<file path="src/rtl/hs_pkg.sv">
// Shared constants, helpers and state encoding for the valid/ready handshake stages.
package hs_pkg;

    localparam int HS_WIDTH = 32;
    localparam int HS_BYTE  = 8;

    // One-bit state encoding shared by the handshake stages: the busy flag.
    localparam logic [0:0] ST_IDLE = 1'b0;
    localparam logic [0:0] ST_SEND = 1'b1;

    function automatic int hs_ratio(input int in_w, input int out_w);
        return in_w / out_w;
    endfunction

    function automatic int hs_cnt_width(input int ratio);
        return (ratio > 1) ? $clog2(ratio) : 1;
    endfunction

endpackage

</file>
<file path="src/rtl/hs_slice_mux.sv">
// Selects one OUT_WIDTH slice of a wide word by index, MSB-first or LSB-first.
module hs_slice_mux
    import hs_pkg::*;
#(
    parameter int IN_WIDTH  = HS_WIDTH,
    parameter int OUT_WIDTH = HS_BYTE,
    parameter bit MSB_FIRST = 1'b1,
    parameter int RATIO     = hs_ratio(IN_WIDTH, OUT_WIDTH),
    parameter int CNT_W     = hs_cnt_width(RATIO)
) (
    input  logic [IN_WIDTH-1:0]  word,
    input  logic [CNT_W-1:0]     sel,
    input  logic                 en,
    output logic [OUT_WIDTH-1:0] slice
);

    // Disabled selection yields zero so an idle output bus stays quiet.
    always_comb begin
        slice = '0;
        for (int k = 0; k < RATIO; k++) begin
            if (en && (sel == CNT_W'(k))) begin
                if (MSB_FIRST) begin
                    slice = word[IN_WIDTH-1-k*OUT_WIDTH -: OUT_WIDTH];
                end else begin
                    slice = word[k*OUT_WIDTH +: OUT_WIDTH];
                end
            end
        end
    end

endmodule

</file>
<file path="src/rtl/hs_downsizer.sv">
// Valid/ready width down-converter: one wide word in, RATIO narrow beats out, last beat flagged.
module hs_downsizer
    import hs_pkg::*;
#(
    parameter int IN_WIDTH  = HS_WIDTH,
    parameter int OUT_WIDTH = HS_BYTE,
    parameter bit MSB_FIRST = 1'b1
) (
    input  logic                 clk,
    input  logic                 rst,
    input  logic                 in_valid,
    output logic                 in_ready,
    input  logic [IN_WIDTH-1:0]  in_data,
    output logic                 out_valid,
    input  logic                 out_ready,
    output logic [OUT_WIDTH-1:0] out_data,
    output logic                 out_last,
    output logic [15:0]          words_done
);

    localparam int RATIO = hs_ratio(IN_WIDTH, OUT_WIDTH);
    localparam int CNT_W = hs_cnt_width(RATIO);
    localparam logic [CNT_W-1:0] LAST_BEAT = CNT_W'(RATIO - 1);

    generate
        if ((IN_WIDTH % OUT_WIDTH) != 0 || RATIO < 2) begin : g_bad_ratio
            $error("hs_downsizer: IN_WIDTH must be a multiple of OUT_WIDTH with ratio >= 2");
        end
    endgenerate

    logic [0:0]          state_q, state_d;
    logic [CNT_W-1:0]    beat_cnt_q, beat_cnt_d;
    logic [IN_WIDTH-1:0] hold_q, hold_d;
    logic [15:0]         words_done_q, words_done_d;

    logic busy;
    logic at_last;
    logic last_acc;
    logic load;

    // in_ready only sees out_ready through last_acc; in_valid never reaches out_*.
    always_comb begin
        busy     = (state_q == ST_SEND);
        at_last  = (beat_cnt_q == LAST_BEAT);
        last_acc = busy & out_ready & at_last;
        in_ready = ~busy | last_acc;
        load     = in_valid & in_ready;

        state_d      = state_q;
        beat_cnt_d   = beat_cnt_q;
        hold_d       = hold_q;
        words_done_d = words_done_q + 16'(last_acc);

        if (load) begin
            hold_d     = in_data;
            beat_cnt_d = '0;
            state_d    = ST_SEND;
        end else if (last_acc) begin
            beat_cnt_d = '0;
            state_d    = ST_IDLE;
        end else if (busy && out_ready) begin
            beat_cnt_d = beat_cnt_q + CNT_W'(1);
        end
    end

    always_ff @(posedge clk or posedge rst) begin
        if (rst) begin
            state_q      <= ST_IDLE;
            beat_cnt_q   <= '0;
            hold_q       <= '0;
            words_done_q <= '0;
        end else begin
            state_q      <= state_d;
            beat_cnt_q   <= beat_cnt_d;
            hold_q       <= hold_d;
            words_done_q <= words_done_d;
        end
    end

    hs_slice_mux #(
        .IN_WIDTH  (IN_WIDTH),
        .OUT_WIDTH (OUT_WIDTH),
        .MSB_FIRST (MSB_FIRST),
        .RATIO     (RATIO),
        .CNT_W     (CNT_W)
    ) u_slice_mux (
        .word  (hold_q),
        .sel   (beat_cnt_q),
        .en    (busy),
        .slice (out_data)
    );

    always_comb begin
        out_valid  = busy;
        out_last   = busy & at_last;
        words_done = words_done_q;
    end

endmodule

</file>
<file path="config.mk">
export PLATFORM = sky130hd
export DESIGN_NAME = hs_downsizer
export DESIGN_NICKNAME = d
export VERILOG_FILES = /design/src/rtl/hs_pkg.sv /design/src/rtl/hs_slice_mux.sv /design/src/rtl/hs_downsizer.sv
export SDC_FILE = /design/constraint.sdc
export NUM_CORES = 1
export LEC_CHECK = 0
export CORE_MARGIN = 1.5
export CORE_UTILIZATION = 55
export CTS_BUF_LIST = sky130_fd_sc_hd__clkbuf_4
export CTS_CLUSTER_DIAMETER = 150
export DETAILED_ROUTE_END_ITERATION = 8
export PLACE_DENSITY = 0.88
export SYNTH_ARGS = -nofsm -noshare
export SYNTH_HDL_FRONTEND = slang
export SYNTH_SLANG_ARGS = --single-unit
</file>
<file path="constraint.sdc">
create_clock -name clk -period 4.3 [get_ports clk]
set_input_delay 0.86 -clock clk [delete_from_list [all_inputs] [get_ports clk]]
set_output_delay 0.86 -clock clk [all_outputs]
set_load 0.01 [all_outputs]
</file>
==> reports/results.tsv <==
stage	metric	value	unit
floorplan	FP Rows	24	
sta	Worst slew margin	31.72	%
clock_tree	H-tree lvl count	2	
layout	Synth-to-Final Area Change	26.40	%
clock_tree	clk buf depth	2	
run	Max-Cap Viols	0	
layout	Final #Nets	306	
yosys	Netlist cell types	34	
sta	Final Max Slew Viols	0	
sta	final worst-path cycle share	82.11	%
worst_hold_path	HP Class	reg -> reg	
clock_tree	Gates resized, CTS repair	0	
yosys	mean post-synth cell area	12.29	µm²
yosys	Gate Count Post-Synth	204	
layout	share of cells above drive strength 1	17.56	%
floorplan	die area	0.004973	mm²
global_route	global-route wire length before repair	7990	µm
floorplan	core area	0.004384	mm²
yosys	number of synthesized flops with an enable pin	0	
global_route	vias in the first global route	1654	
detailed_routing	vias per cell	5.468	
detailed_routing	DR WL/cell	15.38	µm
detailed_routing	TritonRoute pass-1 iters	4	
yosys	#FFs+latches synth	51	
worst_setup_path	Worst EP arrival	2.67	ns
placement	PortBufs	62	
clock_tree	Worst-Skew Late Latency	0.35	ns
run_status	outcome	finished, final reports clean	
yosys	sequential area share after synthesis	50.90	%
worst_setup_path	Critical Setup Path Class	reg -> out	
yosys	Mapped Nets	247	
clock_tree	Worst-path clk slew	0.13	ns
detailed_routing	Vias	1717	
worst_setup_path	Worst setup EP type	output pin	
detailed_routing	DRT Wirelength	4828	µm
sta	final setup TNS	0	ns
clock_tree	Post-CTS Setup Bufs	0	
floorplan	die extent in x	70.52	µm
placement	gpl congestion	0.7834	
pwr	Leak	1.416	nW
layout	Non-Filler Instances	314	
sta	final setup fails	0	
global_route	total global-route track usage	20.42	%
detailed_routing	initial DRC count	105	
worst_setup_path	Crit Path Max Fanout	16	
floorplan	starting density of the core	57.19	%
yosys	Synthesis Warnings	0	
sta	Final min period	3.531	ns
placement	HPWL after DPL	3521	µm
sta	highest clock rate	283.2	MHz
layout	# diodes	0	
floorplan	Die Span Y	70.52	µm
sta	final hold violation count	0	
yosys	Async SR Flop Fraction	100.0	%
detailed_routing	Post-route DRC	0	
sta	RSZ-0062 raised after global routing	no	
worst_setup_path	WP data required	3.44	ns
clock_tree	CTS Buf Count	5	
pwr	PD cells	569.6	mW/mm²
detailed_routing	Post-DRT Antenna Nets	0	
yosys	Synth Flop Type	dfrtp_1	
clock_tree	TritonCTS clock tree	done	
global_route	GRT overflow	0	
worst_setup_path	crit start category	flip-flop	
clock_tree	Hold Buf Count CTS	0	
placement	Placed Cells	308	
global_route	largest net degree at the start of global routing	52	
global_route	initial antenna violation count	0	
sta	clock skew	0.006546	ns
floorplan	IO Count	63	
clock_tree	Clock Tree Root	clkbuf_4	
sta	final hold slack	0.4722	ns
pwr	VDD IR-drop max	350.5	µV
yosys	Syn Std Cell Area	0.002507	mm²
clock_tree	# clock sinks	51	
sta	Slew @ Worst Pin	1.023	ns
==> critical path, cell delays in order, from the launching register on <==
cell,delay (ns)
dfrtp_1,0.45
inv_1,0.10
ha_1,0.49
a21oi_1,0.08
a221o_1,0.35
a21boi_0,0.24
clkdlybuf4s50_1,0.62
==> Yosys cell counts, drive strengths merged (2+ instances only) <==
library cell	n	area share, %
a21boi	8	2.4
a21oi	8	1.6
a221o	8	3.2
buf	6	2.1
clkbuf	4	0.65
dfrtp	51	51
ha	7	3.5
inv	12	1.8
mux2	32	14
nand2	16	2.7
nand2b	3	0.75
nand3	6	1.2
nand3b	8	2.4
nand4	4	2.2
nor2	2	0.30
nor3	3	0.60
nor4	4	2.0
xnor2	5	1.7
xor2	9	3.1
==> kinds of logic (layout without fill, tap and decap cells) <==
group | count (synthesis) | in the layout | share of synthesized area (%)
flops | 51 | 51 | 50.90
simple gates | 50 | 50 | 13.27
mux | 33 | 33 | 14.77
compound gates | 27 | 27 | 8.134
buf+inv | 22 | 80 | 4.540
xor+xnor | 14 | 14 | 4.890
fa+ha+maj | 7 | 7 | 3.493
==> power by group <==
group / total, mW / switching (mW) / internal [mW]
Sequential: 0.781 / 0.123 / 0.658
Clock: 0.197 / 0.132 / 0.0648
Combinational: 0.828 / 0.346 / 0.481
Total: 1.81 / 0.601 / 1.20
==> sequential cells by signal, summed over array words and instances (netlist names) <==
signal and count:
hold_q 32, words_done 16, beat_cnt_q 2, out_valid 1
==> layout by cell type (no fill, tap or decap), drive strengths merged, types with 2 or more instances in the layout <==
cell type       n
nor3            3
ha              7
nand3           6
a221o           8
nand2b          3
clkdlybuf4s50  62
dfrtp          51
xnor2           5
a21boi          8
nor2            2
nand2          16
mux2           32
inv            12
clkbuf          6
nor4            4
a21oi           8
xor2            9
nand3b          8
nand4           4
==> metal layers <==
metal  up-vias  routed length (µm)  global-route usage, %  part of all wire, %
li1        835                   -                      -                    -
met1       832                2178                  28.84                   45
met2        48                2400                  32.18                   50
met3         2                 221                  4.329                  4.6
met4         0                  27                  5.769                 0.56
met5         -                   0                      0                    0
==> final cells by class <==
cell class | instances | area, µm²
flip-flops and latches | 51 | 1276
fillers | 310 | 1215
multi-input cells | 131 | 1117
repair buffers | 62 | 620.6
well taps | 52 | 65.06
clock buffers | 6 | 45.04
inverters | 12 | 45.04
==> path summary, 6_finish.rpt <==
path                                start        endpoint  slack [ns]  depth (start not counted)
min reg2reg                words_done[15]  words_done[15]        0.47                          1
max reg2reg                 beat_cnt_q[0]  words_done[10]        1.87                          7
max in group asynchronous             rst      hold_q[15]        2.61                          2
min in group asynchronous             rst   words_done[4]        1.06                          2
min                        words_done[15]  words_done[15]        0.47                          1
max                         beat_cnt_q[0]     out_data[1]        0.77                          6
==> stage by stage <==
step | power, mW | util (%) | area (µm²) | setup WS [ns]
after global routing | 1.923 | 72.29 | 3169 | 0.5949
after floorplan | 1.288 | - | 2507 | 1.889
final | 1.805 | 72.29 | 3169 | 0.7693
after global placement | 1.589 | 71.26 | 3124 | 1.319
after detailed placement | 1.625 | 71.26 | 3124 | 1.183
after CTS | 1.822 | 72.29 | 3169 | 0.7727
No activity file was read; power rests on OpenSTA's default activity.
==> RTL change 1: new RTL, config.mk and constraints unchanged <==
Set the package constant `HS_WIDTH` to 48 (it was 32).
--- a/src/rtl/hs_pkg.sv
+++ b/src/rtl/hs_pkg.sv
@@ -2,5 +2,5 @@
 package hs_pkg;
 
-    localparam int HS_WIDTH = 32;
+    localparam int HS_WIDTH = 48;
     localparam int HS_BYTE  = 8;
 
Interface: changed (resized in_data); port bits go from 63 to 79. No check against the original RTL was run, so the function may have changed too.
==> RTL change 1 against the unedited design <==
Cell area increased by 35%. Total power increased by 45%. Hold slack improved by 0.0071 ns. First-iteration DRC count increased to 3.4 times the old value. Sequential share of layout area decreased by 0.35 points. Sequential cell count increased by 17. Area after synthesis increased by 32%. Non-clock buffer count increased by 18. Worst setup slack got worse by 0.36 ns. Die area increased by 31%. Wire length increased by 57%. Highest routed layer unchanged.
==> RTL change 1: results (changes against the unedited design) <==
- Crit-path max FO: 18 (+2)
- All-Layer GR Usage: 0.252 (+0.0483)
- Post-synthesis cell type count: 37 (+8.8%)
- RR Endpoint: words_done[14]
- Largest net degree at the start of global routing: 39 (-25%)
- Vias: 2,471 (+44%)
- Post-synthesis sequential area ratio: 0.514 (+0.00500)
- CP max stage cell: dfrtp_1
- Metal2 WL: 3580 um (+49%)
- Clock Latency Late Sink: 0.42 ns (+0.07 ns)
- Worst reg2reg startpoint: beat_cnt_q[1]
- H-tree depth: 3 (+1)
- Synth warn: 0 (unchanged)
- Hpwl dp: 5700 um (+62%)
- Number of global-route vias before repair: 2,354 (+42%)
- Syn_nets: 333 (+35%)
- Met3 routed WL: 554 um (+150%)
- Dpl ws: 0.904 ns (-0.278 ns)
- Leading cell types by count after synthesis: 68 x dfrtp_1, 28 x mux2_2, 20 x mux2_1
- Fill count: 404 (+30%)
- Measured slew at the worst slew-check pin: 0.769 ns (-0.254 ns)
- PortBufs: 78 (+26%)
- First-pass GRT wire length: 12,000 um (+50%)
- Slowest Stage Delay on Critical Path: 0.64 ns (+0.02 ns)
- Wire length on met1: 3340 um (+53%)
- Worst VDD drop: 0.467 mV (+33%)
- Status: complete, no violations
- TritonCTS buffer count: 9 (+4)
- Flop-to-flop setup slack: 0.96 ns (-0.91 ns)
- DR pass1 iterations: 6 (+2)
- Fin nets: 408 (+33%)
- Proportion of layout cells with a drive suffix above 1: 0.138 (-0.0372)
- FF-to-FF path depth: 9 (+2)
- Clock Skews: 0.0109 ns (+0.00439 ns)
- Number of synthesized flops with an enable pin: 0 (unchanged)
[RTL change 1: power by group through the flow]
stage	logic [W]	registers, W	clock network [W]
final	0.00111	0.00110	0.000415
after global routing	0.00120	0.00113	0.000455
after CTS	0.00110	0.00110	0.000425
after detailed placement	0.00110	0.00111	0
after global placement	0.00107	0.00110	0
after floorplan	0.000738	0.00102	0
[RTL change 1: how the worst max path moves through the flow]
stage / start / to / cells after the start
finish: beat_cnt_q[2] / out_data[6] / 6
global route: beat_cnt_q[2] / out_data[6] / 6
CTS: beat_cnt_q[2] / out_data[6] / 6
detailed placement: beat_cnt_q[2] / out_data[6] / 6
global placement: beat_cnt_q[2] / out_data[6] / 6
floorplan: beat_cnt_q[2] / out_data[5] / 8
[RTL change 1: worst register-to-register path: stages (launching register included)]
cell and delay [ns]:
dfrtp_1 0.44, inv_1 0.10, ha_1 0.66, and3_1 0.52, and2_1 0.23, ha_1 0.25, ha_1 0.22, and4_1 0.31
nor4b_1 0.33, xor2_1 0.21
[RTL change 1: metrics by stage]
| stage | hold slack [ns] | power [W] | cell area, um^2 | std cells |
|---|---|---|---|---|
| after global placement | 0.456 | 0.00217 | 4120 | 413 |
| final | 0.479 | 0.00262 | 4260 | 429 |
| after detailed placement | 0.460 | 0.00221 | 4120 | 413 |
| after floorplan | 0.458 | 0.00176 | 3310 | 274 |
| after global routing | 0.492 | 0.00279 | 4260 | 429 |
| after CTS | 0.482 | 0.00263 | 4260 | 429 |
[RTL change 1: area by class of cell]
cell class	count	share of cell area
Tap cell	75	0.0220
Clock inverter	6	0.0153
Sequential cell	68	0.399
Inverter	14	0.0123
Multi-Input combinational cell	176	0.344
Clock buffer	10	0.0176
Timing Repair Buffer	80	0.190
[RTL change 1: kinds of logic (layout without fill, tap and decap cells)]
logic type,after synthesis,after routing,share of synthesized area
and+or+nand+nor,58,58,0.103
adders and majority gates,7,7,0.0265
muxes,53,53,0.178
xor gates and xnor gates,14,14,0.0370
AOI/OAI and AO/OA,44,44,0.0960
buffers and inverters,30,110,0.0453
DFF,68,68,0.514
[RTL change 1: layer usage]
layer  vias up  GRT usage
li1       1132          -
met1      1224      0.356
met2       105      0.375
met3        10     0.0648
met4         0     0.0948
met5         -          0
